`src/rtl/mult_share_arb_7.sv`:
```
// Round-robin sharing of one combinational 4x4 array multiplier between up to
// four valid/ready requesters, with a held product register per requester.

module fbf_mult_7 (
    input  logic [3:0] i_a,
    input  logic [3:0] i_b,
    output logic [7:0] o_p
);

    // Shift-and-add array: one ripple-carry row per multiplier bit.
    always_comb begin
        logic [3:0] w_pp;
        logic [3:0] w_acc;
        logic [3:0] w_sum;
        logic       w_c;
        o_p    = '0;
        w_pp   = i_a & {4{i_b[0]}};
        o_p[0] = w_pp[0];
        w_acc  = {1'b0, w_pp[3:1]};
        w_sum  = '0;
        w_c    = 1'b0;
        for (int r = 1; r < 4; r++) begin
            w_pp = i_a & {4{i_b[r]}};
            w_c  = 1'b0;
            for (int k = 0; k < 4; k++) begin
                w_sum[k] = w_acc[k] ^ w_pp[k] ^ w_c;
                w_c      = (w_acc[k] & w_pp[k]) | (w_acc[k] & w_c) | (w_pp[k] & w_c);
            end
            o_p[r] = w_sum[0];
            w_acc  = {w_c, w_sum[3:1]};
        end
        o_p[7:4] = w_acc;
    end

endmodule

module mult_share_arb_7 #(
    parameter int unsigned NREQ = 4,
    parameter int unsigned CNTW = 16
) (
    input  logic                 clk,
    input  logic                 rst,
    input  logic [NREQ-1:0]      req_valid,
    input  logic [4*NREQ-1:0]    req_a,
    input  logic [4*NREQ-1:0]    req_b,
    output logic [NREQ-1:0]      req_ready,
    output logic [NREQ-1:0]      resp_valid,
    input  logic [NREQ-1:0]      resp_ready,
    output logic [8*NREQ-1:0]    resp_p,
    output logic                 busy,
    output logic [1:0]           grant_id,
    output logic [CNTW-1:0]      op_count
);

    localparam int unsigned OPW = 4;
    localparam int unsigned PRW = 8;
    localparam int unsigned IDW = 2;

    typedef enum logic {
        S_IDLE = 1'b0,
        S_MULT = 1'b1
    } state_t;

    state_t                 r_state;
    logic [IDW-1:0]         r_rr_ptr;
    logic [IDW-1:0]         r_grant_id;
    logic [OPW-1:0]         r_a;
    logic [OPW-1:0]         r_b;
    logic [NREQ-1:0]        r_resp_valid;
    logic [PRW*NREQ-1:0]    r_resp_p;
    logic [CNTW-1:0]        r_op_count;

    logic [NREQ-1:0]        w_elig;
    logic [NREQ-1:0]        w_req_ready;
    logic                   w_found;
    logic [IDW-1:0]         w_win;
    logic [IDW-1:0]         w_next_ptr;
    logic [OPW-1:0]         w_win_a;
    logic [OPW-1:0]         w_win_b;
    logic [PRW-1:0]         w_prod;

    // A held, unconsumed product blocks its requester from a new grant.
    assign w_elig = req_valid & ~r_resp_valid;

    // Round-robin search: indices at/above the pointer first, then the wrap-around.
    always_comb begin
        w_req_ready = '0;
        w_found     = 1'b0;
        w_win       = '0;
        w_win_a     = '0;
        w_win_b     = '0;
        if (rst && (r_state == S_IDLE)) begin
            for (int i = 0; i < int'(NREQ); i++) begin
                if (!w_found && w_elig[i] && (IDW'(i) >= r_rr_ptr)) begin
                    w_found        = 1'b1;
                    w_win          = IDW'(i);
                    w_req_ready[i] = 1'b1;
                    w_win_a        = req_a[OPW*i +: OPW];
                    w_win_b        = req_b[OPW*i +: OPW];
                end
            end
            for (int i = 0; i < int'(NREQ); i++) begin
                if (!w_found && w_elig[i] && (IDW'(i) < r_rr_ptr)) begin
                    w_found        = 1'b1;
                    w_win          = IDW'(i);
                    w_req_ready[i] = 1'b1;
                    w_win_a        = req_a[OPW*i +: OPW];
                    w_win_b        = req_b[OPW*i +: OPW];
                end
            end
        end
    end

    assign w_next_ptr = (w_win == IDW'(NREQ - 1)) ? '0 : (w_win + IDW'(1));

    fbf_mult_7 u_mult (
        .i_a (r_a),
        .i_b (r_b),
        .o_p (w_prod)
    );

    // Sequencer: IDLE accepts a winner, MULT writes the product into its slot.
    always_ff @(posedge clk) begin
        if (!rst) begin
            r_state      <= S_IDLE;
            r_rr_ptr     <= '0;
            r_grant_id   <= '0;
            r_a          <= '0;
            r_b          <= '0;
            r_resp_valid <= '0;
            r_resp_p     <= '0;
            r_op_count   <= '0;
        end else begin
            r_resp_valid <= r_resp_valid & ~resp_ready;
            case (r_state)
                S_IDLE: begin
                    if (w_found) begin
                        r_a        <= w_win_a;
                        r_b        <= w_win_b;
                        r_grant_id <= w_win;
                        r_rr_ptr   <= w_next_ptr;
                        r_state    <= S_MULT;
                    end
                end
                S_MULT: begin
                    // Slot was empty at accept, so the set here always wins over a clear.
                    for (int i = 0; i < int'(NREQ); i++) begin
                        if (r_grant_id == IDW'(i)) begin
                            r_resp_valid[i]          <= 1'b1;
                            r_resp_p[PRW*i +: PRW]   <= w_prod;
                        end
                    end
                    if (r_op_count != '1) begin
                        r_op_count <= r_op_count + CNTW'(1);
                    end
                    r_state <= S_IDLE;
                end
            endcase
        end
    end

    assign req_ready  = w_req_ready;
    assign resp_valid = r_resp_valid;
    assign resp_p     = r_resp_p;
    assign busy       = (r_state == S_MULT);
    assign grant_id   = r_grant_id;
    assign op_count   = r_op_count;

endmodule

```
`config.mk`:
```
export PLATFORM = sky130hd
export DESIGN_NAME = mult_share_arb_7
export DESIGN_NICKNAME = d
export VERILOG_FILES = /design/src/rtl/mult_share_arb_7.sv
export SDC_FILE = /design/constraint.sdc
export NUM_CORES = 1
export LEC_CHECK = 0
export BUFFER_PORTS_ARGS = -buffer_cell sky130_fd_sc_hd__buf_2
export CORE_ASPECT_RATIO = 0.75
export CORE_MARGIN = 8
export CORE_UTILIZATION = 55
export CTS_CLUSTER_DIAMETER = 120
export CTS_CLUSTER_SIZE = 25
export DETAILED_ROUTE_END_ITERATION = 8
export PLACE_DENSITY = 0.89
export SLEW_MARGIN = 20
export SYNTH_ARGS = -nofsm -noshare
export SYNTH_HDL_FRONTEND = slang
export SYNTH_SLANG_ARGS = --single-unit
```
`constraint.sdc`:
```
create_clock -name clk -period 13.2 [get_ports clk]
set_clock_uncertainty 0.2 [all_clocks]
set_input_delay 0 -clock clk [delete_from_list [all_inputs] [get_ports clk]]
set_output_delay 0 -clock clk [all_outputs]
set_load 0.02 [all_outputs]
```
# Yosys cells after proc, flatten, opt, wreduce, memory -nomap -nowiden
# Index checks and enable logic that the tools add are counted.
[op_classes] addsub=2 bitwise=73 reduce_logical=30 mux=58 eq_ne=5 magnitude_cmp=8
[ops] operator="two-way mux 4 bit" count=20
[ops] operator="two-way mux 1 bit" count=29
[ops] operator="AND 1 bit" count=28
[ops] operator="AND 4 bit" count=6
[ops] operator="XOR 1 bit" count=20
[ops] operator="adder 16 x 1 -> 16 bit, second input constant" count=1
[ops] operator="logical AND 1 bit" count=16
[ops] operator="two-way mux 2 bit" count=8
[ops] operator="inequality test 16 bit, second input constant" count=1
[ops] operator="bitwise OR 1 bit" count=16
[ops] operator="AND reduction 2 bit" count=6
[ops] operator="inverter 4 bit" count=2
[ops] operator="logical NOT 1 bit" count=7
[ops] operator="equality test 2 bit, second input constant" count=3
[ops] operator="greater-or-equal comparator 1 x 2 -> 1 bit, first input constant" count=2
[ops] operator="greater-or-equal comparator 2 bit, first input constant" count=2
[ops] operator="less-than comparator 1 x 2 -> 1 bit, first input constant" count=2
[ops] operator="less-than comparator 2 bit, first input constant" count=2
[ops] operator="adder 2 x 1 -> 2 bit, second input constant" count=1
[ops] operator="equality test 2 x 1 -> 1 bit, second input constant" count=1
[ops] operator="logical NOT 2 bit" count=1
[ops] operator="case mux 1 bit (2 select lines)" count=1
[ops] operator="inverter 1 bit" count=1
[totals] wordCells=187 input_bits=42 regBits=65

# Depth between registers and ports, before layout
# Gate-level depths: netlist (run 1).
[logic_depth] depth_word=42 depth_mapped=17 ltp_nobuf=16

# By module
# From an unflattened synthesis (run 1), not the netlist that was laid out.
[hier_totals] hier_cells=438 area_unflattened_um2=3681.0
[by_module_without_submodules] mod="mult_share_arb_7" n_inst=1 area_each_um2=3337.0 seq_area_each_um2=1301.2 cells_per_inst=397
[by_module_without_submodules] mod="fbf_mult_7" n_inst=1 area_each_um2=344.1 seq_area_each_um2=0.0 cells_per_inst=41

# Worst setup path before layout (run 1)
# No wires, ideal clock.
[synth_path] kind="register to register" startpoint="register r_b[0]" endpoint="register r_resp_p[30], in the netlist resp_p[30]" t_arrival_ps=3930 path_buffers=1 stages_incl_launch_ff=16 path_slack_ps=8954 setup_ps=116 path_cell_list="dfxtp_1 -> clkbuf_1 -> and2_1 -> ha_1 -> fa_1 -> inv_1 -> fa_1 -> inv_1 -> fa_1 -> inv_1 -> fa_1 -> fa_1 -> fa_1 -> fa_1 -> nand2_1 -> o211a_1"
[synth_between] elab_chain_cells=18
[synth_lines] element="from (decl)" line="68" text="logic [OPW-1:0] r_b;"
[synth_lines] element="from (signal assigned)" line="139" text="r_b <= w_win_b;"
[synth_lines] element="AND 4 bit (*)" line="17" text="w_pp = i_a & {4{i_b[0]}};"
[synth_lines] element="AND 1 bit (2 in a row)" line="27" text="w_c = (w_acc[k] & w_pp[k]) | (w_acc[k] & w_c) | (w_pp[k] & w_c);"
[synth_lines] element="bitwise OR 1 bit (2 in a row)" line="27"
[synth_lines] element="AND 1 bit" line="27"
[synth_lines] element="bitwise OR 1 bit (2 in a row)" line="27"
[synth_lines] element="XOR 1 bit (3 in a row)" line="26" text="w_sum[k] = w_acc[k] ^ w_pp[k] ^ w_c;"
[synth_lines] element="AND 1 bit" line="27"
[synth_lines] element="bitwise OR 1 bit (2 in a row)" line="27"
[synth_lines] element="AND 1 bit" line="27"
[synth_lines] element="bitwise OR 1 bit (2 in a row)" line="27"
[synth_lines] element="XOR 1 bit (*)" line="26"
[synth_lines] element="to (signal, indexed assignment)" line="150" text="r_resp_p[PRW*i +: PRW] <= w_prod;"
[synth_lines] element="to (decl)" line="70" text="logic [PRW*NREQ-1:0] r_resp_p;"
# Every way passes the cells marked *; elsewhere a longest branch is shown, timed or not.
# A chain may end at the register's enable or synchronous reset.

# Final worst setup path (run 1)
[layout_path] startpoint="register r_b[0]" endpoint="register r_resp_p[22], in the netlist resp_p[22]"
# Same word-level chain as after synthesis.

==> results of run 1 <==
cells in the mapped netlist (all sizes together) (5+ instances only):
cell type / count / area, um^2
a211oi: 7 / 57.6
a21boi: 10 / 75.1
a21oi: 29 / 156
a31oi: 7 / 43.8
and2: 21 / 131
and3: 5 / 31.3
buf: 6 / 36.3
clkbuf: 21 / 78.8
dfxtp: 65 / 1300
fa: 8 / 160
ha: 5 / 62.6
inv: 14 / 52.6
mux2i: 12 / 120
nand2: 60 / 225
nand2b: 12 / 75.1
nand3: 21 / 105
nand4: 6 / 37.5
nor2: 16 / 60.1
nor2b: 19 / 119
nor3: 10 / 55.1
o211a: 18 / 180
o21ai: 15 / 75.1
o22ai: 5 / 31.3
xnor2: 5 / 43.8
xor2: 6 / 52.6
power groups by stage:
stage	registers [mW]	logic, mW	clock network [mW]
global placement	0.222	0.0948	0
global route	0.221	0.116	0.173
detailed placement	0.223	0.0969	0
floorplan	0.223	0.0653	0
finish	0.220	0.106	0.164
CTS	0.219	0.105	0.163
kinds of logic (layout without fill, tap and decap cells):
family | count (synthesis) | in the layout
and+or+nand+nor | 182 | 182
AOI/OAI and AO/OA | 115 | 115
DFF | 65 | 65
buffers and inverters | 41 | 149
adders and majority gates | 13 | 13
muxes | 12 | 12
xor gates and xnor gates | 11 | 11
worst min path at each step:
stage          endpoint       from  slack (ps)  cells after the start
2_1_floorplan    r_a[3]  req_a[11]         -50                      2
3_3_place_gp     r_b[2]   req_b[6]          80                      3
3_5_place_dp     r_b[2]   req_b[6]          80                      3
4_1_cts          r_b[0]   req_b[4]          20                      5
5_1_grt          r_b[0]   req_b[4]          80                      5
6_report         r_b[0]   req_b[4]          30                      5
registers in the layout (all words and copies together), names as in the netlist:
name / flops
op_count: 16
resp_p: 32
r_a: 4
resp_valid: 4
r_b: 4
grant_id: 2
r_rr_ptr: 2
busy: 1
worst max-delay path, cell delays in order, from the launching register on:
cell and delay (ps):
dfxtp_1 520, and2_1 190, ha_1 180, fa_1 180
inv_1 60, fa_1 490, inv_1 70, fa_1 420
inv_1 80, fa_1 430, fa_1 450, fa_1 400
fa_1 570, nand2_1 70, o211a_1 150
metal layers:
metal / track usage [%] / routed length (um)
met1: 27.9 / 4750
met2: 38.0 / 5230
met3: 7.37 / 1220
met4: 7.33 / 172
met5: 0 / 0
repair_timing:
action	in CTS	in global routing
hold endpoints to repair	12	0
resized for setup	0	0
hold buffers	19	0
area by class of cell:
class                   count  area [um^2]
multi-input cells         333         2220
fillers                   527         2070
flip-flops and latches     65         1300
repair buffers            119          691
clock buffers              13          169
well taps                  84          105
inverters                  14         52.6
clock inverters             3         23.8
==> results.yml, run 1 <==
floorplan:
  die_w_um: 111
  rows: 26
  ios: 101
  initial_utilization_pct: 55.5
  core_mm2: 0.00664
  fp.dieH_um: 86.9
  die_area_mm2: 0.00960
global_routing:
  grt_overflow: 0
  grt_pass1_vias: 3661
  grt_max_degree: 70
  antenna_found_initial: 0
  grtUsageTotal_pct: 23.0
  grt_pass1_wl_um: 18200
layout:
  final_area_mm2: 0.00457
  antennaDiodeCount: 0
  layout_commonest_cell: "buf_2"
  drive_gt1_share_pct: 22.7
  synthToLayoutAreaGrowth_pct: 23.9
  final_util_pct: 68.8
  final_cell_count_no_fill: 631
  most-common-layout-cells: "100 x buf_2, 65 x dfxtp_1, 60 x nand2_1"
  nets: 597
power_and_ir_drop:
  p_sw_share_pct: 31.8
  clkPwrFrac_pct: 33.4
  total_leakage_power_nw: 2.19
  power_density_mw_per_mm2: 107
  internal_power_mw: 0.334
  pwr-share-seq_pct: 44.9
  peakVddDrop_mv: 0.0845
  finalPower_mw: 0.490
  combPwrFrac_pct: 21.7
  switching_power_mw: 0.156
clocking:
  cts-htree-levels: 3
  clk_pin_slew_ps: 70
  clock_latency_ps: 350
  cts_sinks: 65
  cts_tree: "yes"
  clockRootBuffer: "clkbuf_8"
  cts_buffer_depth: 2
  cts_setup_buffers: 0
  cts_buffers: 9
timing:
  tns_ps: 0
  setup_ws_ps: 8640
  post-route-period-util_pct: 34.5
  relSlewSlack_pct: 31.5
  layout_min_cycle_time_ps: 4560
  maxSlewViolCount: 0
  hold_violations: 0
  rsz0062_at_grt: "no"
  fmax_ghz: 0.219
  worstMarginPinSlew_ps: 1030
  setup_violations: 0
  hold_ws_ps: 26.4
detailed_routing:
  wl_per_cell_um: 18.0
  vias_per_cell: 5.96
  drt-pass1-iter-count: 5
  antenna_left: 0
  vias: 3761
  drtIter0Drc: 313
  wl_um: 11400
  drc: 0
setup_path:
  endpoint_kind: "register"
  arrival_ps: 4610
  cp_max_fo: 9
  rr_endpoint: "resp_p[22]"
  r2r_cells: 14
  rr_startpoint: "r_b[0]"
  worstPathRequired_ps: 13250
  rrSetupSlack_ps: 8640
  startpoint_type: "register"
  crit_type: "register to register"
  endpoint: "resp_p[22]"
  cp-startpoint: "r_b[0]"
place:
  pre_cts_ws_ps: 8640
  gp_congestion: 0.917
  place_area_mm2: 0.00418
  dp.cells: 596
  port_buffers: 100
  hpwl_um: 7970
flow_run:
  drv_cap: 0
synthesis:
  synth_compound_area_share_pct: 22.7
  synth_top_flop_cell: "dfxtp_1"
  ys_seq_elements: 65
  yosys_warnings: 0
  synth_edf_count: 0
  synthesis.instances: 439
  synth.distinct_cells: 52
  avgSynthCellArea_um2: 8.40
  synth_xor_xnor_area_share_pct: 2.61
  seq_area_frac_synth_pct: 35.3
  synthArstFlopShare_pct: 0
  yosys-mux-area-fraction_pct: 3.26
  synth_top_family_by_area: "simple AND/OR/NAND/NOR gates"
  netlist_area_mm2: 0.00369
  syn_nets: 494
  yosys.area_share.simple_pct: 25.5
  synth_fa_ha_area_share_pct: 6.04
status:
  status: "complete, no violations"
min_path:
  hold_class: "primary input to register"
Note: power is estimated with default switching activity, not from simulation.
==> run 2, diff against run 1 <==
--- a/config.mk
+++ b/config.mk
@@ -5,14 +5,15 @@
 export SDC_FILE = /design/constraint.sdc
 export NUM_CORES = 1
 export LEC_CHECK = 0
+export ABC_AREA = 1
 export BUFFER_PORTS_ARGS = -buffer_cell sky130_fd_sc_hd__buf_2
 export CORE_ASPECT_RATIO = 0.75
 export CORE_MARGIN = 8
-export CORE_UTILIZATION = 55
+export CORE_UTILIZATION = 47
 export CTS_CLUSTER_DIAMETER = 120
 export CTS_CLUSTER_SIZE = 25
 export DETAILED_ROUTE_END_ITERATION = 8
-export PLACE_DENSITY = 0.89
+export PLACE_DENSITY = 0.82
 export SLEW_MARGIN = 20
 export SYNTH_ARGS = -nofsm -noshare
 export SYNTH_HDL_FRONTEND = slang
==> constraint.sdc (replaced) <==
create_clock -name clk -period 4 [get_ports clk]
set_clock_uncertainty 0.2 [all_clocks]
set_input_delay 0 -clock clk [delete_from_list [all_inputs] [get_ports clk]]
set_output_delay 0 -clock clk [all_outputs]
set_load 0.02 [all_outputs]
==> run 2 against run 1 <==
  * The flow now finishes with violations (negative setup slack)
  * Area after synthesis shrank 1.8%
  * Die area grew 12%
  * Largest power group unchanged
  * Final cell count grew 23%
  * Hold slack gained 130 ps
  * Critical path depth grew 2
  * Cell area grew 4.6%
  * First-iteration DRC count grew 50%
  * Utilization shrank 4.2 points
==> results.yml, run 2 <==
global_routing:
  antenna_found_initial: 0
  grt_pass1_vias: 3827
  grt_max_degree: 53
  grtUsageTotal_pct: 19.7
  grt_pass1_wl_um: 17700
  grt_overflow: 0
clocking:
  cts_buffer_depth: 2
  cts_buffers: 9
  cts_tree: "yes"
  cts_sinks: 65
  clk_pin_slew_ps: 60
  clock_latency_ps: 340
  clockRootBuffer: "clkbuf_8"
  cts-htree-levels: 3
timing:
  post-route-period-util_pct: 102
  rsz0062_at_grt: "yes"
  hold_ws_ps: 156
  setup_violations: 4
  relSlewSlack_pct: 56.9
  setup_ws_ps: -69.8
  worstMarginPinSlew_ps: 644
  layout_min_cycle_time_ps: 4070
  hold_violations: 0
  fmax_ghz: 0.246
  maxSlewViolCount: 0
floorplan:
  initial_utilization_pct: 48.9
  ios: 101
  rows: 27
  core_mm2: 0.00740
  die_w_um: 117
  fp.dieH_um: 92.0
  die_area_mm2: 0.0108
status:
  violations: "negative setup slack"
  status: "finished, violations left"
detailed_routing:
  wl_per_cell_um: 14.2
  drtIter0Drc: 468
  vias: 4014
  antenna_left: 0
  vias_per_cell: 5.17
  wl_um: 11000
  drt-pass1-iter-count: 5
  drc: 0
layout:
  fillers: 628
  synthToLayoutAreaGrowth_pct: 32.1
  largest_reg_flops: 32
  layout_commonest_cell: "nand2_1"
  antennaDiodeCount: 0
  seq_area_mm2: 0.00131
  nets: 727
  most-common-layout-cells: "119 x nand2_1, 100 x buf_2, 80 x inv_1"
  multi_input_area_mm2: 0.00192
  drive_gt1_share_pct: 25.5
  final_cell_count_no_fill: 776
power_and_ir_drop:
  clkPwrFrac_pct: 35.7
  combPwrFrac_pct: 22.4
  finalPower_mw: 1.71
  power_density_mw_per_mm2: 359
  switching_power_mw: 0.500
  total_leakage_power_nw: 2.42
  internal_power_mw: 1.21
  peakVddDrop_mv: 0.189
  p_sw_share_pct: 29.2
  pwr-share-seq_pct: 41.9
synthesis:
  synth_area_leader_cell: "dfxtp_1"
  synth_most_common_cell: "nand2_1"
  synth_commonest_cells: "121 x nand2_1, 89 x inv_1, 65 x dfxtp_1"
  yosys_warnings: 0
  synthTopCellsByArea: "dfxtp_1 36%, nand2_1 13%, inv_1 9.2%"
  syn_nets: 595
  synth_edf_count: 0
  yosys.area.top_type_share_pct: 36.0
  synthesis.instances: 540
  synth.distinct_cells: 34
  ys_seq_elements: 65
  synthArstFlopShare_pct: 0
  seq_area_frac_synth_pct: 36.0
  avgSynthCellArea_um2: 6.70
  netlist_area_mm2: 0.00362
  synth_top_flop_cell: "dfxtp_1"
min_path:
  hold_class: "primary input to register"
place:
  gp_congestion: 0.906
  hpwl_um: 8260
  dp.cells: 734
  port_buffers: 100
  pre_cts_ws_ps: -139
setup_path:
  crit_chain: "nand2_2 > inv_2 > ha_4 > fa_2 > inv_2 > fa_1 > inv_2 > fa_2 > inv_2 > fa_1 > fa_2 > fa_2 > fa_2 > inv_2 > o21ai_1 > a21oi_1"
  worstPathRequired_ps: 4000
  arrival_ps: 4070
  cp_slowest_cell: "fa_2"
  crit_family: "adder cells"
  endpoint_kind: "register"
  startpoint_type: "register"
  crit_type: "register to register"
  path_buf_inv: 5
  slowest_delay_ps: 590
  cp_max_fo: 3
flow_run:
  drv_cap: 0
## run 2: area by class of cell
class	instances	area share, %
clock buffers	11	3.17
clock inverters	3	1.36
inverters	93	7.31
multi-input cells	365	40.2
flip-flops and latches	65	27.4
well taps	101	2.64
repair buffers	138	17.9
## run 2: power groups by stage
| stage | logic [mW] | registers (mW) | clock network, mW |
|---|---|---|---|
| global route | 0.418 | 0.722 | 0.659 |
| detailed placement | 0.333 | 0.728 | 0 |
| finish | 0.383 | 0.718 | 0.612 |
| CTS | 0.368 | 0.714 | 0.622 |
| global placement | 0.323 | 0.725 | 0 |
| floorplan | 0.194 | 0.746 | 0 |
## run 2: path summary, 6_finish.rpt
| kind | from | to | slack [ps] | cells after the start |
|---|---|---|---|---|
| max | r_b[0] | resp_p[30] | -70 | 16 |
| min | req_valid[2] | r_rr_ptr[1] | 160 | 7 |
| max reg2reg | r_b[0] | resp_p[30] | -70 | 16 |
| min reg2reg | resp_p[26] | resp_p[26] | 250 | 2 |
## run 2: through the flow
stage | instance area (um^2) | setup TNS [ps] | utilization, %
floorplan | 3630 | 0 | -
global placement | 4250 | -73.4 | 57.4
detailed placement | 4250 | -327 | 57.4
CTS | 4740 | -330 | 64.1
global route | 4780 | -731 | 64.6
finish | 4780 | -154 | 64.6
## run 2: routing by layer
metal	part of all wire, %	global-route usage (%)	wire [um]	vias up
li1	-	-	-	1968
met1	41	23.4	4570	1816
met2	48	34.2	5320	206
met3	8.9	5.76	978	24
met4	1.6	5.27	181	0
met5	0	0	0	-
## run 2: cell families (layout without fill, tap and decap cells)
logic type | after synthesis | in the layout | share of synthesized area [%]
fa+ha+maj | 13 | 13 | 6.15
flops | 65 | 65 | 36.0
xor+xnor | 1 | 1 | 0.242
compound gates | 94 | 94 | 13.5
simple gates | 257 | 257 | 32.3
buf+inv | 110 | 245 | 11.9
## run 2: worst min-delay path, stage by stage
cell and delay [ps]:
buf_2 110, nand3_1 120, o21ai_1 140, nand2_1 110
nand3_1 80, nand2_1 70, inv_1 30
## run 2: what timing repair did
item	4_1_cts	5_1_grt
gates resized for setup	7	16
pin swaps	9	7
hold endpoints to repair	18	0
setup endpoints to repair	6	7
hold buffers	26	0
cloned	0	0
setup buffers	1	1
==> run 3, diff against run 2 <==
--- a/config.mk
+++ b/config.mk
@@ -9,11 +9,11 @@
 export BUFFER_PORTS_ARGS = -buffer_cell sky130_fd_sc_hd__buf_2
 export CORE_ASPECT_RATIO = 0.75
 export CORE_MARGIN = 8
-export CORE_UTILIZATION = 47
+export CORE_UTILIZATION = 41
 export CTS_CLUSTER_DIAMETER = 120
 export CTS_CLUSTER_SIZE = 25
 export DETAILED_ROUTE_END_ITERATION = 8
-export PLACE_DENSITY = 0.82
+export PLACE_DENSITY = 0.71
 export SLEW_MARGIN = 20
 export SYNTH_ARGS = -nofsm -noshare
 export SYNTH_HDL_FRONTEND = slang
==> constraint.sdc (replaced) <==
create_clock -name clk -period 5.29 [get_ports clk]
set_clock_uncertainty 0.2 [all_clocks]
set_input_delay 0 -clock clk [delete_from_list [all_inputs] [get_ports clk]]
set_output_delay 0 -clock clk [all_outputs]
set_load 0.02 [all_outputs]
==> run 3 against run 2 <==
  * The flow now finishes without violations
  * Combinational power down 33%
  * Non-clock buffer count is 15 lower
  * Critical path depth is the same
  * Power shrank 16%
  * Via count fell by 2.9%
==> results.yml, run 3 (synthesis gave the netlist of run 2 again) <==
status:
  status: "complete, no violations"
floorplan:
  initial_utilization_pct: 42.4
  fp.dieH_um: 97.4
  die_area_mm2: 0.0121
  die_w_um: 124
  ios: 101
  core_mm2: 0.00853
  rows: 29
timing:
  tns_ps: 0
  post-route-period-util_pct: 81.9
  relSlewSlack_pct: 46.0
  setup_violations: 0
  layout_min_cycle_time_ps: 4330
  setup_ws_ps: 956
  fmax_ghz: 0.231
  hold_violations: 0
  rsz0062_at_grt: "no"
  worstMarginPinSlew_ps: 810
  maxSlewViolCount: 0
  hold_ws_ps: 82.6
layout:
  layout_commonest_cell: "nand2_1"
  multi_input_area_mm2: 0.00189
  final_util_pct: 55.4
  seq_area_mm2: 0.00130
  nets: 712
  drive_gt1_share_pct: 21.3
  final_cell_count_no_fill: 770
  fillers: 834
  synthToLayoutAreaGrowth_pct: 30.6
  antennaDiodeCount: 0
  largest_reg_flops: 32
  most-common-layout-cells: "121 x nand2_1, 100 x buf_2, 89 x inv_1"
place:
  dp.cells: 733
  hpwl_um: 8100
  port_buffers: 100
  pre_cts_ws_ps: 987
  gp_congestion: 0.938
global_routing:
  grt_overflow: 0
  grt_pass1_wl_um: 17700
  grt_pass1_vias: 3792
  grtUsageTotal_pct: 17.2
  antenna_found_initial: 0
  grt_max_degree: 54
power_and_ir_drop:
  total_leakage_power_nw: 2.40
  power_density_mw_per_mm2: 306
  peakVddDrop_mv: 0.187
detailed_routing:
  antenna_left: 0
  vias_per_cell: 5.06
  drt-pass1-iter-count: 5
  drc: 0
  wl_per_cell_um: 13.7
  vias: 3897
  wl_um: 10600
  drtIter0Drc: 369
clocking:
  cts_sinks: 65
  clock_latency_ps: 330
  cts_buffer_depth: 2
  cts_setup_buffers: 0
  clockRootBuffer: "clkbuf_16"
  cts_tree: "yes"
  cts-htree-levels: 3
  cts_buffers: 9
  clk_pin_slew_ps: 50
min_path:
  hold_class: "primary input to register"
setup_path:
  startpoint_type: "register"
  endpoint_kind: "register"
  cp_max_fo: 5
  crit_type: "register to register"
  arrival_ps: 4330
  worstPathRequired_ps: 5280
flow_run:
  drv_cap: 0
## run 3: cell count changes in the layout (fill, tap and decap cells not counted), sizes merged
cell         before  now
buf             112  102
clkbuf           11   10
clkinv            1    2
dlygate4sd3      26   21
inv              93   94
clkinvlp          0    1
## run 3: layer usage
metal / up-vias / global-route usage, % / part of all wire (%)
li1: 1955 / - / -
met1: 1776 / 21.1 / 47
met2: 151 / 28.2 / 45
met3: 15 / 5.62 / 6.9
met4: 0 / 4.80 / 1.4
met5: - / 0 / 0
## run 3: repair_timing
action	in CTS	in global routing
endpoints found under the hold margin	12	0
gates resized for setup	0	0
hold buffers	21	0
## run 3: cell type report
| cell class | count | area share (%) |
|---|---|---|
| Tap cell | 108 | 2.86 |
| Sequential cell | 65 | 27.5 |
| Clock buffer | 10 | 5.06 |
| Inverter | 93 | 7.39 |
| Clock inverter | 6 | 1.91 |
| Timing Repair Buffer | 123 | 15.4 |
| Multi-Input combinational cell | 365 | 39.9 |
## run 3: worst paths after layout
kind | slack, ps | start | cells past startpoint | endpoint
hold reg to reg | 240 | resp_p[31] | 2 | resp_p[31]
hold / removal | 80 | rst | 3 | op_count[2]
setup / recovery | 960 | r_b[0] | 16 | resp_p[22]
setup reg to reg | 960 | r_b[0] | 16 | resp_p[22]
## run 3: report_power, final
group | switching [mW] | total, mW | internal (mW)
Combinational | 0.160 | 0.256 | 0.0965
Clock | 0.221 | 0.648 | 0.427
Sequential | 0.0256 | 0.542 | 0.516
## run 3: stage by stage
step | power (mW) | area (um^2)
2_1_floorplan | 0.710 | 3620
3_3_place_gp | 0.781 | 4190
3_5_place_dp | 0.786 | 4190
4_1_cts | 1.46 | 4730
5_1_grt | 1.52 | 4730
6_report | 1.45 | 4730
## run 3: worst max-delay path: stages (launching register included)
cell and delay [ps]:
dfxtp_1 400, nand2_1 90, inv_1 60, ha_1 150, fa_1 160, inv_1 50
fa_1 470, inv_1 50, fa_1 410, inv_1 70, fa_1 430, fa_1 450
fa_1 400, fa_1 540, inv_1 60, o21ai_0 160, a21oi_1 60
